## src/rtl/multicore_pkg.sv

```systemverilog
// Shared widths and enums for the multicore pipeline.
// Includes the memory-access stage types.
package multicore_pkg;

  localparam int unsigned DATA_SIZE  = 32;
  localparam int unsigned INST_SIZE  = 32;
  localparam int unsigned NUM_REGS   = 32;
  localparam int unsigned REG_ADDR_W = $clog2(NUM_REGS);
  localparam int unsigned DMEM_BE_W  = DATA_SIZE / 8;

  typedef enum logic [2:0] {
    MEM_B  = 3'b000,
    MEM_H  = 3'b001,
    MEM_W  = 3'b010,
    MEM_BU = 3'b100,
    MEM_HU = 3'b101
  } mem_size_e;

  typedef enum logic {
    IDLE   = 1'b0,
    ACCESS = 1'b1
  } memaccess_state_e;

endpackage

```

## src/rtl/memaccess_if.sv

```systemverilog
// Data-memory req/ack bus between the memory-access stage and data memory.
interface memaccess_if;
  import multicore_pkg::*;

  logic                 req;
  logic                 we;
  logic [DATA_SIZE-1:0] addr;
  logic [DATA_SIZE-1:0] wdata;
  logic [DMEM_BE_W-1:0] be;
  logic                 ack;
  logic [DATA_SIZE-1:0] rdata;

  modport master (output req, we, addr, wdata, be, input ack, rdata);
  modport slave  (input req, we, addr, wdata, be, output ack, rdata);

endinterface

```

## src/rtl/mem_load_align.sv

```systemverilog
// Selects the addressed byte/half lane of a read word and sign/zero-extends it.
module mem_load_align
  import multicore_pkg::*;
(
  input  logic [DATA_SIZE-1:0] rdata,
  input  logic [1:0]           addr_lo,
  input  logic [2:0]           funct3,
  output logic [DATA_SIZE-1:0] data_c
);

  logic [7:0]  byte_v;
  logic [15:0] half_v;

  always_comb begin
    byte_v = rdata[7:0];
    case (addr_lo)
      2'd1:    byte_v = rdata[15:8];
      2'd2:    byte_v = rdata[23:16];
      2'd3:    byte_v = rdata[31:24];
      default: byte_v = rdata[7:0];
    endcase
    half_v = addr_lo[1] ? rdata[31:16] : rdata[15:0];

    data_c = rdata;
    case (funct3)
      MEM_B:   data_c = {{(DATA_SIZE-8){byte_v[7]}}, byte_v};
      MEM_H:   data_c = {{(DATA_SIZE-16){half_v[15]}}, half_v};
      MEM_BU:  data_c = {{(DATA_SIZE-8){1'b0}}, byte_v};
      MEM_HU:  data_c = {{(DATA_SIZE-16){1'b0}}, half_v};
      default: data_c = rdata;
    endcase
  end

endmodule

```

## src/rtl/memaccess.sv

```systemverilog
// Memory-access pipeline stage: registers execute results, issues one load/store
// over the req/ack bus and stalls the pipeline until it is acknowledged.
module memaccess
  import multicore_pkg::*;
(
  input  logic                  i_aclk,
  input  logic                  i_areset,
  input  logic                  i_en,
  output logic                  o_stall,
  input  logic [REG_ADDR_W-1:0] i_rdest,
  input  logic                  i_cu_regwrite,
  input  logic [1:0]            i_cu_memtoreg,
  input  logic                  i_cu_memread,
  input  logic                  i_cu_memwrite,
  input  logic [2:0]            i_funct3,
  input  logic [INST_SIZE-1:0]  i_pcplus4,
  input  logic [DATA_SIZE-1:0]  i_exe_data,
  input  logic [DATA_SIZE-1:0]  i_store_data,
  output logic [REG_ADDR_W-1:0] o_rdest,
  output logic                  o_cu_regwrite,
  output logic [1:0]            o_cu_memtoreg,
  output logic [INST_SIZE-1:0]  o_pcplus4,
  output logic [DATA_SIZE-1:0]  o_exe_data,
  output logic [DATA_SIZE-1:0]  o_mem_data,
  output logic                  o_mem_fault,
  memaccess_if.master           dmem
);

  memaccess_state_e     state_q;
  logic                 req_q;
  logic                 we_q;
  logic [2:0]           funct3_q;
  logic [DMEM_BE_W-1:0] be_q;
  logic [DATA_SIZE-1:0] wdata_q;

  logic                 capture_c;
  logic                 memop_c;
  logic                 fault_c;
  logic [DMEM_BE_W-1:0] be_c;
  logic [DATA_SIZE-1:0] wdata_c;
  logic [DATA_SIZE-1:0] load_c;

  assign capture_c = i_en & ~o_stall;
  assign memop_c   = i_cu_memread | i_cu_memwrite;

  // Misalignment and illegal-size detection on the incoming instruction.
  always_comb begin
    fault_c = 1'b0;
    if (i_cu_memread) begin
      case (i_funct3)
        3'b011, 3'b110, 3'b111: fault_c = 1'b1;
        3'b001, 3'b101:         if (i_exe_data[0]) fault_c = 1'b1;
        3'b010:                 if (|i_exe_data[1:0]) fault_c = 1'b1;
        default:                ;
      endcase
    end
    if (i_cu_memwrite) begin
      case (i_funct3)
        3'b000:  ;
        3'b001:  if (i_exe_data[0]) fault_c = 1'b1;
        3'b010:  if (|i_exe_data[1:0]) fault_c = 1'b1;
        default: fault_c = 1'b1;
      endcase
    end
  end

  // Store lane replication and byte enables; reads enable the whole word.
  always_comb begin
    be_c    = '1;
    wdata_c = i_store_data;
    if (i_cu_memwrite) begin
      case (i_funct3[1:0])
        2'b00: begin
          be_c    = DMEM_BE_W'(1) << i_exe_data[1:0];
          wdata_c = {4{i_store_data[7:0]}};
        end
        2'b01: begin
          be_c    = i_exe_data[1] ? 4'b1100 : 4'b0011;
          wdata_c = {2{i_store_data[15:0]}};
        end
        default: ;
      endcase
    end
  end

  mem_load_align u_load_align (
    .rdata   (dmem.rdata),
    .addr_lo (o_exe_data[1:0]),
    .funct3  (funct3_q),
    .data_c  (load_c)
  );

  // Stage control: capture, fault reporting and the IDLE/ACCESS handshake.
  always_ff @(posedge i_aclk or posedge i_areset) begin
    if (i_areset) begin
      state_q       <= IDLE;
      req_q         <= 1'b0;
      o_stall       <= 1'b0;
      o_cu_regwrite <= 1'b0;
      o_mem_fault   <= 1'b0;
    end else begin
      case (state_q)
        IDLE: begin
          if (capture_c) begin
            o_mem_fault   <= memop_c & fault_c;
            o_cu_regwrite <= i_cu_regwrite & ~(memop_c & fault_c);
            if (memop_c && !fault_c) begin
              state_q <= ACCESS;
              req_q   <= 1'b1;
              o_stall <= 1'b1;
            end
          end
        end
        ACCESS: begin
          if (dmem.ack) begin
            state_q <= IDLE;
            req_q   <= 1'b0;
            o_stall <= 1'b0;
          end
        end
        default: state_q <= IDLE;
      endcase
    end
  end

  // Datapath registers carry no reset; they are qualified by capture/ack.
  always_ff @(posedge i_aclk) begin
    if (capture_c) begin
      o_rdest       <= i_rdest;
      o_cu_memtoreg <= i_cu_memtoreg;
      o_pcplus4     <= i_pcplus4;
      o_exe_data    <= i_exe_data;
      funct3_q      <= i_funct3;
      we_q          <= i_cu_memwrite;
      be_q          <= be_c;
      wdata_q       <= wdata_c;
    end
    if (state_q == ACCESS && dmem.ack && !we_q) begin
      o_mem_data <= load_c;
    end
  end

  assign dmem.req   = req_q;
  assign dmem.we    = we_q;
  assign dmem.addr  = {o_exe_data[DATA_SIZE-1:2], 2'b00};
  assign dmem.wdata = wdata_q;
  assign dmem.be    = be_q;

endmodule

```

## src/flat_wrapper.sv

```systemverilog
// flat-port wrapper written by rule: the top's interface ports become plain ports
module memaccess_flat import multicore_pkg::*;
  (i_aclk, i_areset, i_en, o_stall, i_rdest, i_cu_regwrite, i_cu_memtoreg, i_cu_memread, i_cu_memwrite, i_funct3, i_pcplus4, i_exe_data, i_store_data, o_rdest, o_cu_regwrite, o_cu_memtoreg, o_pcplus4, o_exe_data, o_mem_data, o_mem_fault, dmem_req, dmem_we, dmem_addr, dmem_wdata, dmem_be, dmem_ack, dmem_rdata);
  memaccess_if dmem_i ();
  input  logic i_aclk;
  input  logic i_areset;
  input  logic i_en;
  output logic o_stall;
  input  logic [REG_ADDR_W-1:0] i_rdest;
  input  logic i_cu_regwrite;
  input  logic [1:0] i_cu_memtoreg;
  input  logic i_cu_memread;
  input  logic i_cu_memwrite;
  input  logic [2:0] i_funct3;
  input  logic [INST_SIZE-1:0] i_pcplus4;
  input  logic [DATA_SIZE-1:0] i_exe_data;
  input  logic [DATA_SIZE-1:0] i_store_data;
  output logic [REG_ADDR_W-1:0] o_rdest;
  output logic o_cu_regwrite;
  output logic [1:0] o_cu_memtoreg;
  output logic [INST_SIZE-1:0] o_pcplus4;
  output logic [DATA_SIZE-1:0] o_exe_data;
  output logic [DATA_SIZE-1:0] o_mem_data;
  output logic o_mem_fault;
  output wire logic [$bits(dmem_i.req)-1:0] dmem_req;
  output wire logic [$bits(dmem_i.we)-1:0] dmem_we;
  output wire logic [$bits(dmem_i.addr)-1:0] dmem_addr;
  output wire logic [$bits(dmem_i.wdata)-1:0] dmem_wdata;
  output wire logic [$bits(dmem_i.be)-1:0] dmem_be;
  input wire logic [$bits(dmem_i.ack)-1:0] dmem_ack;
  input wire logic [$bits(dmem_i.rdata)-1:0] dmem_rdata;
  assign dmem_req = dmem_i.req;
  assign dmem_we = dmem_i.we;
  assign dmem_addr = dmem_i.addr;
  assign dmem_wdata = dmem_i.wdata;
  assign dmem_be = dmem_i.be;
  assign dmem_i.ack = dmem_ack;
  assign dmem_i.rdata = dmem_rdata;
  memaccess u_core (.i_aclk(i_aclk), .i_areset(i_areset), .i_en(i_en), .o_stall(o_stall), .i_rdest(i_rdest), .i_cu_regwrite(i_cu_regwrite), .i_cu_memtoreg(i_cu_memtoreg), .i_cu_memread(i_cu_memread), .i_cu_memwrite(i_cu_memwrite), .i_funct3(i_funct3), .i_pcplus4(i_pcplus4), .i_exe_data(i_exe_data), .i_store_data(i_store_data), .o_rdest(o_rdest), .o_cu_regwrite(o_cu_regwrite), .o_cu_memtoreg(o_cu_memtoreg), .o_pcplus4(o_pcplus4), .o_exe_data(o_exe_data), .o_mem_data(o_mem_data), .o_mem_fault(o_mem_fault), .dmem(dmem_i));
endmodule
```

## config.mk

```make
export PLATFORM = sky130hd
export DESIGN_NAME = memaccess_flat
export DESIGN_NICKNAME = d
export VERILOG_FILES = /design/src/rtl/multicore_pkg.sv /design/src/rtl/memaccess_if.sv /design/src/rtl/mem_load_align.sv /design/src/rtl/memaccess.sv /design/src/flat_wrapper.sv
export SDC_FILE = /design/constraint.sdc
export NUM_CORES = 1
export LEC_CHECK = 0
export BUFFER_PORTS_ARGS = -buffer_cell sky130_fd_sc_hd__buf_4
export CORE_AREA = 2 2 126 128
export DETAILED_ROUTE_END_ITERATION = 6
export DIE_AREA = 0 0 128 130
export PLACE_DENSITY = 0.75
export SYNTH_ARGS = -nofsm -noshare
export SYNTH_HDL_FRONTEND = slang
export SYNTH_SLANG_ARGS = --single-unit
```

## constraint.sdc

```tcl
create_clock -name i_aclk -period 8.5 [get_ports i_aclk]
set_clock_uncertainty 0.2 [all_clocks]
set_input_delay 0.425 -clock i_aclk [delete_from_list [all_inputs] [get_ports i_aclk]]
set_output_delay 0.425 -clock i_aclk [all_outputs]
set_load 0.05 [all_outputs]
```

==> run_results.csv, run 1 <==
group,metric,value,unit
synth,avgSynthCellArea,15.12,µm²
critical_path,r2r-start,"u_core.dmem.req$_DFFE_PP0P_",
cells_and_area,layout_common_cells,"322 x buf_4, 143 x edfxtp_1, 82 x nand2_1, 78 x dlygate4sd3_1, 22 x o21ai_0",
synth,synth_cells,385,
routing,wire_per_inst,17.84,µm
placed_design,io_buffers,318,
grt,grtUsageMet3,7.380,%
die,core-area,15420,µm²
grt,grt-ovfl-total,0,
die,die_area,16640,µm²
power_and_ir_drop,peakVddDrop,0.0001672,V
critical_path,end_kind,"flip-flop",
critical_path,cp_slowest_cell,"buf_4",
synth,synth_cell_types,33,
cells_and_area,fill_cells,1169,
synth,synth_area_leader_cell,"edfxtp_1",
cells_and_area,multi_input_area,1115,µm²
clocking,clk_pin_slew_worst_paths,0.07,ns
power_and_ir_drop,pwr-share-comb,33.8,%
placed_design,dp_slack,5.735,ns
sta,setup_violations,0,
sta,finalHoldViolations,0,
power_and_ir_drop,power_frac_seq,37.6,%
synth,netlist_top_cells_area,"edfxtp_1 74%, nand2_1 5.3%, buf_4 4.3%",
die,dieHeight,130,µm
sta,worst_slew_pin_slew,1.063,ns
sta,maxSlewHeadroom,28.98,%
clocking,h-tree-depth,4,
sta,finalWorstSetupSlack,5.809,ns
power_and_ir_drop,power_switching,0.0009874,W
worst_hold_path,hp-start,"i_store_data[3]",
clocking,worstSkewPairLatency,0.42,ns
routing,dr.first_iter.drc_count,209,
critical_path,timing.rr.end,"u_core.o_cu_regwrite$_DFFE_PP0P_",
routing,via_per_inst,4.750,
die,pin_count,321,
routing,final_antenna_net_count,0,
synth,synth_top_area_share,73.76,%
grt,use_met2,36.14,%
grt,grt.total_usage,19.94,%
die,fp-row-count,46,
clocking,cts_tree,"yes",
sta,rsz0062_at_grt,"no",
routing,drt_pass1_iterations,4,
sta,tns,0,ns
clocking,clock_path_buffers,2,
synth,yosys_warnings,0,
critical_path,critPathKind,"reg2reg",
grt,grt_max_degree,63,
cells_and_area,drive_gt1_share,48.90,%
placed_design,gp_congestion,0.8086,
critical_path,worstPathRequired,8.58,ns
power_and_ir_drop,clock_power_share,28.7,%
power_and_ir_drop,switching_share,37.09,%
clocking,cts_buffers,17,
grt,busiest_layer,"met2",
grt,grt_pass1_wl,24870,µm
cells_and_area,fin_area,9567,µm²
sta,finalHoldWorstSlack,0.02418,ns
power_and_ir_drop,power.leakage,4.089,nW
synth,yosysSeqAreaShare,75.48,%
clocking,cts_sinks,147,
power_and_ir_drop,internal-power,0.001675,W
routing,vias,4579,
critical_path,cp.arrival,2.77,ns
flow_run,cap_violations,0,
grt,grt_antenna_before_repair,1,
critical_path,slowest_delay,0.74,ns
clocking,clockRootBuffer,"clkbuf_16",
grt,grt_util_met1,20.88,%
critical_path,reg2reg_slack,5.81,ns
worst_hold_path,whs_endpoint,"u_core.dmem.wdata[3]$_DFFE_PP_",
clocking,postCtsSetupBuffers,0,
routing,drt-total-wl,17190,µm
cells_and_area,layout.nets,903,
clocking,hold_buffers,78,
worst_hold_path,min_path_type,"in2reg",
cells_and_area,final_common_cell,"buf_4",
worst_hold_path,min_path_cells,1,
critical_path,cp-start-kind,"flip-flop",
sta,post-route-period-util,31.66,%
power_and_ir_drop,p_per_area,278.3,nW/µm²
critical_path,crit_path_max_fanout,62,
placed_design,hpwl,11940,µm
sta,max_freq,371.6,MHz
routing,drc,0,
cells_and_area,regArea,4394,µm²
synth,ys_seq_elements,147,
power_and_ir_drop,finalPower,0.002662,W
die,start_util,37.74,%
die,dieWidth,128,µm
sta,drv_slew,0,
synth,syn_area,5822,µm²
sta,layout_min_cycle_time,2.691,ns
clocking,cts_resized,0,
cells_and_area,syn2layout_area_growth,64.32,%
status,outcome,"finished, final reports clean",
critical_path,worst_r2r_path_depth,6,
critical_path,crit_chain,"nor2b_4 > buf_4 > buf_4 > nand2_1 > nand2_1 > o21ai_0",
grt,grt_pass1_vias,4692,
placed_design,postPlaceCellArea,8178,µm²
==> metal layers <==
layer / up-vias / share of wire (%)
met5: - / 0
met4: 0 / 2.1
met3: 28 / 9.0
met2: 239 / 55
met1: 2194 / 34
li1: 2118 / -
==> worst max-delay path by stage <==
stage	startpoint	cells after the start	endpoint
3_5_place_dp	i_en	6	u_core.o_cu_regwrite$_DFFE_PP0P_
6_report	u_core.dmem.req$_DFFE_PP0P_	6	u_core.o_cu_regwrite$_DFFE_PP0P_
2_1_floorplan	u_core.dmem.req$_DFFE_PP0P_	3	u_core.o_mem_fault$_DFFE_PP0P_
5_1_grt	u_core.dmem.req$_DFFE_PP0P_	5	u_core.o_cu_regwrite$_DFFE_PP0P_
3_3_place_gp	i_en	7	u_core.o_cu_regwrite$_DFFE_PP0P_
4_1_cts	u_core.dmem.req$_DFFE_PP0P_	6	u_core.o_cu_regwrite$_DFFE_PP0P_
==> synth_stat cells, drive strengths merged <==
| cell | n |
|---|---|
| edfxtp | 143 |
| nand2 | 82 |
| buf | 40 |
| o21ai | 22 |
| mux2 | 17 |
| a21oi | 15 |
| nor2b | 11 |
| mux2i | 9 |
| nor2 | 9 |
| a22oi | 7 |
| clkbuf | 7 |
| dfrtp | 4 |
| nand2b | 4 |
| inv | 3 |
| a211o | 1 |
| a21boi | 1 |
| a221oi | 1 |
| a31oi | 1 |
| and3 | 1 |
| conb | 1 |
| o21bai | 1 |
| o221ai | 1 |
| o22ai | 1 |
| o32a | 1 |
| o32ai | 1 |
| or3 | 1 |
==> per-stage QoR <==
stage / util (%) / instances
after floorplan: - / 386
after global placement: 53.02 / 853
after detailed placement: 53.02 / 853
after CTS: 62.01 / 963
after global routing: 62.02 / 964
final: 62.02 / 964
==> power by group through the flow <==
stage / logic, W / registers (W) / clock network (W)
floorplan: 0.000266 / 0.00136 / 0
global placement: 0.000857 / 0.00101 / 0
detailed placement: 0.000870 / 0.00101 / 0
CTS: 0.000900 / 0.000999 / 0.000778
global route: 0.000935 / 0.00101 / 0.000808
finish: 0.000899 / 0.00100 / 0.000763
==> logic make-up (layout without fill, tap and decap cells) <==
family	Yosys count	count (layout)	synth area share (%)
flip-flops	147	147	75.48
other	1	3	0.06441
multiplexers	26	26	5.179
AO/OA/AOI/OAI	53	53	5.803
AND/OR/NAND/NOR	108	108	7.866
buffers and inverters	50	435	5.609
==> critical path: cells and delay by family, from the launching register on <==
| kind | cells | cell delay, ns |
|---|---|---|
| AO/OA/AOI/OAI | 1 | 0.09 |
| buffers and inverters | 2 | 1.27 |
| AND/OR/NAND/NOR | 3 | 0.50 |
| flip-flops | 1 | 0.43 |
==> flip-flops by register name, indices dropped and copies added (netlist names), 2 cells and up <==
register              cells
u_core.o_pcplus4         32
u_core.o_mem_data        32
u_core.dmem.wdata        32
u_core.o_cu_memtoreg      2
u_core.o_rdest            5
u_core.o_exe_data        32
u_core.dmem.be            4
u_core.funct3_q           3
==> cell type report <==
class,instances,share of cell area (%)
antenna,1,0.02616
multi-input combinational,189,11.65
sequential,147,45.93
tap,192,2.511
clock inverter,15,1.883
inverter,3,0.1177
timing repair buffer,400,33.43
clock buffer,17,4.447
Power figures use the tool's default switching activity.
==> inputs of run 2 (changes only) <==
Settings changed: CORE_AREA 2 2 126 128 to unset, CORE_MARGIN set to 2, CORE_UTILIZATION set to 40, DIE_AREA 0 0 128 130 to unset, PLACE_DENSITY 0.75 to 0.81.
Clock period 8.5 ns to 2.32 ns, I/O delays scaled along.
==> run 2 against run 1 <==
Critical endpoint is now u_core.o_mem_data[5]$_DFFE_PP_; sequential share of layout area decreased by 3.5 points; combinational power grew to 3.9 times the previous value; clock power grew to 3.5 times the previous value; worst setup slack got worse by 5.7 ns.
==> run_results.csv, run 2 (same netlist as run 1, synthesis figures left out) <==
group,metric,value,unit
cells_and_area,layout_common_cells,"329 x buf_4, 155 x dlygate4sd3_1, 143 x edfxtp_1, 82 x nand2_1, 22 x o21ai_0",
clocking,worstSkewPairLatency,0.41,ns
placed_design,dp_slack,0.3689,ns
routing,vias,5039,
sta,maxSlewHeadroom,66.05,%
critical_path,crit_path_max_fanout,8,
flow_run,cap_violations,0,
sta,worst_slew_pin_slew,0.5093,ns
sta,rsz0062_at_grt,"no",
sta,finalWorstSetupSlack,0.09689,ns
critical_path,worstPathRequired,2.28,ns
cells_and_area,regArea,4395,µm²
power_and_ir_drop,switching_share,38.27,%
grt,grt_antenna_before_repair,1,
routing,via_per_inst,4.841,
grt,grt_pass1_vias,5301,
power_and_ir_drop,finalPower,0.009851,W
critical_path,startpoint,"u_core.o_exe_data[1]$_DFFE_PP_",
critical_path,worst_r2r_path_depth,4,
sta,setup_violations,0,
sta,post-route-period-util,95.82,%
die,fp-row-count,44,
clocking,clockRootBuffer,"clkbuf_16",
power_and_ir_drop,power.leakage,4.448,nW
die,die_area,15540,µm²
power_and_ir_drop,power_frac_seq,37.3,%
critical_path,end_kind,"flip-flop",
routing,drt_pass1_iterations,7,
clocking,cts_buffers,17,
die,dieWidth,124.6,µm
grt,grt_max_degree,75,
grt,grt-ovfl-total,0,
sta,drv_slew,0,
critical_path,endpoint,"u_core.o_mem_data[5]$_DFFE_PP_",
critical_path,r2r-start,"u_core.o_exe_data[1]$_DFFE_PP_",
clocking,h-tree-depth,4,
sta,max_freq,449.8,MHz
routing,dr.first_iter.drc_count,476,
die,start_util,40.52,%
cells_and_area,layout.nets,988,
grt,grt_pass1_wl,30500,µm
placed_design,hpwl,12250,µm
cells_and_area,final_common_cell,"buf_4",
clocking,clk_pin_slew_worst_paths,0.06,ns
critical_path,cp.arrival,2.18,ns
cells_and_area,drive_gt1_share,45.44,%
power_and_ir_drop,p_per_area,949.9,nW/µm²
die,pin_count,321,
routing,drt-total-wl,20340,µm
placed_design,gp_congestion,0.8785,
die,core-area,14370,µm²
power_and_ir_drop,pwr-share-comb,35.8,%
critical_path,critPathKind,"reg2reg",
cells_and_area,fill_cells,831,
power_and_ir_drop,clock_power_share,26.9,%
power_and_ir_drop,internal-power,0.006081,W
cells_and_area,syn2layout_area_growth,78.12,%
cells_and_area,multi_input_area,1121,µm²
placed_design,io_buffers,318,
die,dieHeight,124.6,µm
clocking,cts_tree,"yes",
routing,drc,0,
power_and_ir_drop,power_switching,0.003770,W
worst_hold_path,min_path_type,"in2reg",
routing,final_antenna_net_count,0,
critical_path,timing.rr.end,"u_core.o_mem_data[5]$_DFFE_PP_",
status,outcome,"finished, final reports clean",
critical_path,cp-start-kind,"flip-flop",
clocking,cts_sinks,147,
routing,wire_per_inst,19.54,µm
sta,layout_min_cycle_time,2.223,ns
power_and_ir_drop,peakVddDrop,0.0005152,V
sta,finalHoldViolations,0,
grt,grt.total_usage,25.89,%
clocking,clock_path_buffers,2,
critical_path,reg2reg_slack,0.1,ns
run 2: per-layer routing:
| layer | GRT usage [%] | up-vias | wire [µm] |
|---|---|---|---|
| met4 | 9.914 | 0 | 484 |
| met1 | 29.68 | 2386 | 7387 |
| li1 | - | 2284 | - |
| met2 | 46.51 | 327 | 10860 |
| met3 | 6.486 | 42 | 1610 |
| met5 | 0 | - | 0 |
run 2: metrics by stage:
step / hold slack [ns] / util (%) / instances / setup TNS, ns / cell area (µm²)
final: 0.1471 / 72.17 / 1041 / 0 / 10370
after global routing: 0.1593 / 72.17 / 1041 / 0 / 10370
after CTS: 0.1536 / 71.85 / 1035 / 0 / 10320
after detailed placement: -0.1818 / 57.10 / 848 / 0 / 8204
after global placement: -0.1979 / 57.10 / 848 / 0 / 8204
after floorplan: -0.3180 / - / 386 / -62.41 / 5837
run 2: power by group through the flow:
stage                     logic, W  registers [W]  clock network, W
final                      0.00352        0.00367           0.00265
after global routing       0.00365        0.00371           0.00282
after CTS                  0.00344        0.00367           0.00267
after detailed placement   0.00321        0.00371                 0
after global placement     0.00317        0.00369                 0
after floorplan           0.000980        0.00494                 0
run 2: worst min-delay path by stage:
stage                                       endpoint  cells after the start  slack (ns)  startpoint
detailed placement          u_core.state_q$_DFF_PP0_                      2       -0.18    i_areset
finish                      u_core.dmem.we$_DFFE_PP_                      3        0.15        i_en
floorplan           u_core.o_cu_regwrite$_DFFE_PP0P_                      1       -0.32    i_areset
CTS                         u_core.dmem.we$_DFFE_PP_                      3        0.15        i_en
global route                u_core.dmem.we$_DFFE_PP_                      3        0.16        i_en
global placement    u_core.o_cu_regwrite$_DFFE_PP0P_                      2       -0.20    i_areset
run 2: cell type report:
class / count / share of cell area (%)
tap: 184 / 2.220
inverter: 3 / 0.1086
clock inverter: 15 / 1.375
clock buffer: 17 / 4.102
sequential: 147 / 42.39
timing repair buffer: 485 / 38.97
multi-input combinational: 189 / 10.81
antenna: 1 / 0.02413
run 2: critical path: stages, from the launching register on:
cell           delay (ns)
edfxtp_1             0.53
mux2_2               0.41
a22oi_1              0.15
o21ai_0              0.11
dlygate4sd3_1        0.58
run 2: timing repair:
item                                    in CTS  in global routing
endpoints found under the hold margin      151                  0
hold buffers                               155                  0
setup buffers                                0                  5
endpoints found under the setup margin       0                  3
resized for setup                            0                  2
==> inputs of run 3 (changes only) <==
Settings changed: SETUP_SLACK_MARGIN set to 0.2.
==> run 3 against run 2 <==
Worst setup slack better by 0.17 ns; clock power hardly changed; global-route usage is 0.25 points higher; flip-flop and latch count stayed put; critical path depth is 3 higher; worst hold slack got worse by 0.016 ns; critical path type is now in2reg; critical endpoint is now u_core.dmem.wdata[28]$_DFFE_PP_; highest routed layer unchanged.
==> run_results.csv, run 3 (same netlist as run 1, synthesis figures left out) <==
group,metric,value,unit
critical_path,r2r-start,"u_core.o_exe_data[1]$_DFFE_PP_",
routing,drt-total-wl,20520,µm
sta,post-route-period-util,88.45,%
cells_and_area,fin_area,10310,µm²
placed_design,dp_slack,0.3671,ns
cells_and_area,syn2layout_area_growth,77.02,%
sta,tns,0,ns
cells_and_area,fill_cells,863,
die,dieHeight,124.6,µm
die,dieWidth,124.6,µm
routing,final_antenna_net_count,0,
routing,via_per_inst,4.867,
cells_and_area,layout.nets,979,
worst_hold_path,hp-start,"i_en",
die,core-area,14370,µm²
critical_path,end_kind,"flip-flop",
flow_run,cap_violations,0,
power_and_ir_drop,p_per_area,953.5,nW/µm²
die,pin_count,321,
grt,grt_max_degree,66,
placed_design,hpwl,12260,µm
sta,rsz0062_at_grt,"no",
sta,drv_slew,0,
grt,grt.total_usage,26.14,%
sta,worst_slew_pin_slew,0.5106,ns
routing,vias,5023,
power_and_ir_drop,clock_power_share,27.1,%
power_and_ir_drop,power_switching,0.003690,W
die,start_util,40.52,%
routing,dr.first_iter.drc_count,369,
power_and_ir_drop,power_frac_seq,37.5,%
clocking,cts_sinks,147,
sta,setup_violations,0,
clocking,clock_path_buffers,2,
power_and_ir_drop,pwr-share-comb,35.4,%
critical_path,crit_path_max_fanout,24,
clocking,clk_pin_slew_worst_paths,0.07,ns
clocking,postCtsSetupBuffers,0,
placed_design,postPlaceCellArea,8222,µm²
cells_and_area,multi_input_area,1120,µm²
routing,drt_pass1_iterations,5,
cells_and_area,final_common_cell,"buf_4",
power_and_ir_drop,finalPower,0.009827,W
routing,wire_per_inst,19.88,µm
critical_path,worst_r2r_path_depth,4,
sta,maxSlewHeadroom,65.96,%
critical_path,cp.arrival,2.01,ns
cells_and_area,layout_common_cells,"322 x buf_4, 151 x dlygate4sd3_1, 143 x edfxtp_1, 82 x nand2_1, 22 x o21ai_0",
routing,drc,0,
clocking,cts_buffers,17,
sta,max_freq,487.3,MHz
sta,finalHoldViolations,0,
power_and_ir_drop,power.leakage,4.402,nW
grt,grt_pass1_wl,30620,µm
worst_hold_path,min_path_cells,3,
cells_and_area,drive_gt1_share,44.75,%
clocking,h-tree-depth,4,
placed_design,gp_congestion,0.8623,
grt,grt_antenna_before_repair,1,
die,fp-row-count,44,
cells_and_area,utilization,71.73,%
power_and_ir_drop,peakVddDrop,0.0004910,V
cells_and_area,regArea,4395,µm²
power_and_ir_drop,internal-power,0.006136,W
placed_design,io_buffers,318,
critical_path,worstPathRequired,2.28,ns
sta,layout_min_cycle_time,2.052,ns
critical_path,cp-start-kind,"primary input",
power_and_ir_drop,switching_share,37.55,%
critical_path,reg2reg_slack,0.32,ns
sta,finalWorstSetupSlack,0.2680,ns
die,die_area,15540,µm²
clocking,worstSkewPairLatency,0.41,ns
critical_path,critPathKind,"in2reg",
clocking,clockRootBuffer,"clkbuf_16",
critical_path,timing.rr.end,"u_core.o_mem_data[25]$_DFFE_PP_",
grt,grt_pass1_vias,5327,
worst_hold_path,whs_endpoint,"u_core.o_exe_data[1]$_DFFE_PP_",
grt,grt-ovfl-total,0,
worst_hold_path,min_path_type,"in2reg",
clocking,cts_tree,"yes",
status,outcome,"finished, final reports clean",
==> run 3: cell types whose count changed in the layout (fill, tap and decap cells not counted), sizes merged <==
cell / before / now
dlygate4sd3: 155 / 151
buf: 330 / 325
bufinv: 1 / 2
inv: 11 / 5
clkinvlp: 3 / 4
clkbuf: 17 / 19
clkinv: 3 / 5
==> run 3: routing by layer <==
layer	vias up	share of wire, %	GRT usage, %	wire, µm
li1	2269	-	-	-
met1	2391	35	28.27	7236
met2	310	54	47.38	10980
met3	53	7.8	7.646	1607
met4	0	3.4	11.37	694
met5	-	0	0	0
==> run 3: metrics by stage <==
step | hold WS [ns] | instances
floorplan | -0.3180 | 386
global placement | -0.1964 | 848
detailed placement | -0.1826 | 848
CTS | 0.1289 | 1031
global route | 0.1368 | 1032
finish | 0.1314 | 1032
==> run 3: worst max-delay path by stage <==
stage | from | to | cells after the start | slack, ns
6_report | i_funct3[1] | u_core.dmem.wdata[28]$_DFFE_PP_ | 7 | 0.27
5_1_grt | u_core.o_exe_data[1]$_DFFE_PP_ | u_core.o_mem_data[31]$_DFFE_PP_ | 4 | 0.23
4_1_cts | u_core.o_exe_data[1]$_DFFE_PP_ | u_core.o_mem_data[20]$_DFFE_PP_ | 4 | 0.34
3_5_place_dp | u_core.o_exe_data[1]$_DFFE_PP_ | u_core.o_mem_data[20]$_DFFE_PP_ | 4 | 0.37
3_3_place_gp | u_core.o_exe_data[1]$_DFFE_PP_ | u_core.o_mem_data[21]$_DFFE_PP_ | 4 | 0.44
2_1_floorplan | u_core.dmem.req$_DFFE_PP0P_ | u_core.o_mem_fault$_DFFE_PP0P_ | 3 | -0.79
==> run 3: final cells by class <==
class / instances / share of cell area, %
Multi-Input combinational cell: 189 / 10.87
Clock buffer: 19 / 4.201
Antenna cell: 1 / 0.02428
Timing Repair Buffer: 476 / 38.62
Inverter: 3 / 0.1093
Sequential cell: 147 / 42.65
Clock inverter: 13 / 1.299
Tap cell: 184 / 2.234
==> run 3: what timing repair did <==
item,CTS,global route
endpoints found under the hold margin,151,0
hold buffers,151,0
gates resized for setup,0,1
endpoints found under the setup margin,0,1
==> run 3: power by group through the flow <==
stage	Sequential, W	Combinational (W)	Clock, W
final	0.00368	0.00348	0.00266
after global routing	0.00372	0.00360	0.00281
after floorplan	0.00494	0.000981	0
after CTS	0.00366	0.00344	0.00267
after global placement	0.00369	0.00317	0
after detailed placement	0.00371	0.00323	0
==> run 3: critical path, cell delays in order <==
cell and delay, ns:
dlygate4sd3_1 0.55, buf_4 0.15, nand2b_1 0.20, buf_6 0.20, nand2_1 0.08, o21ai_0 0.08, dlygate4sd3_1 0.61
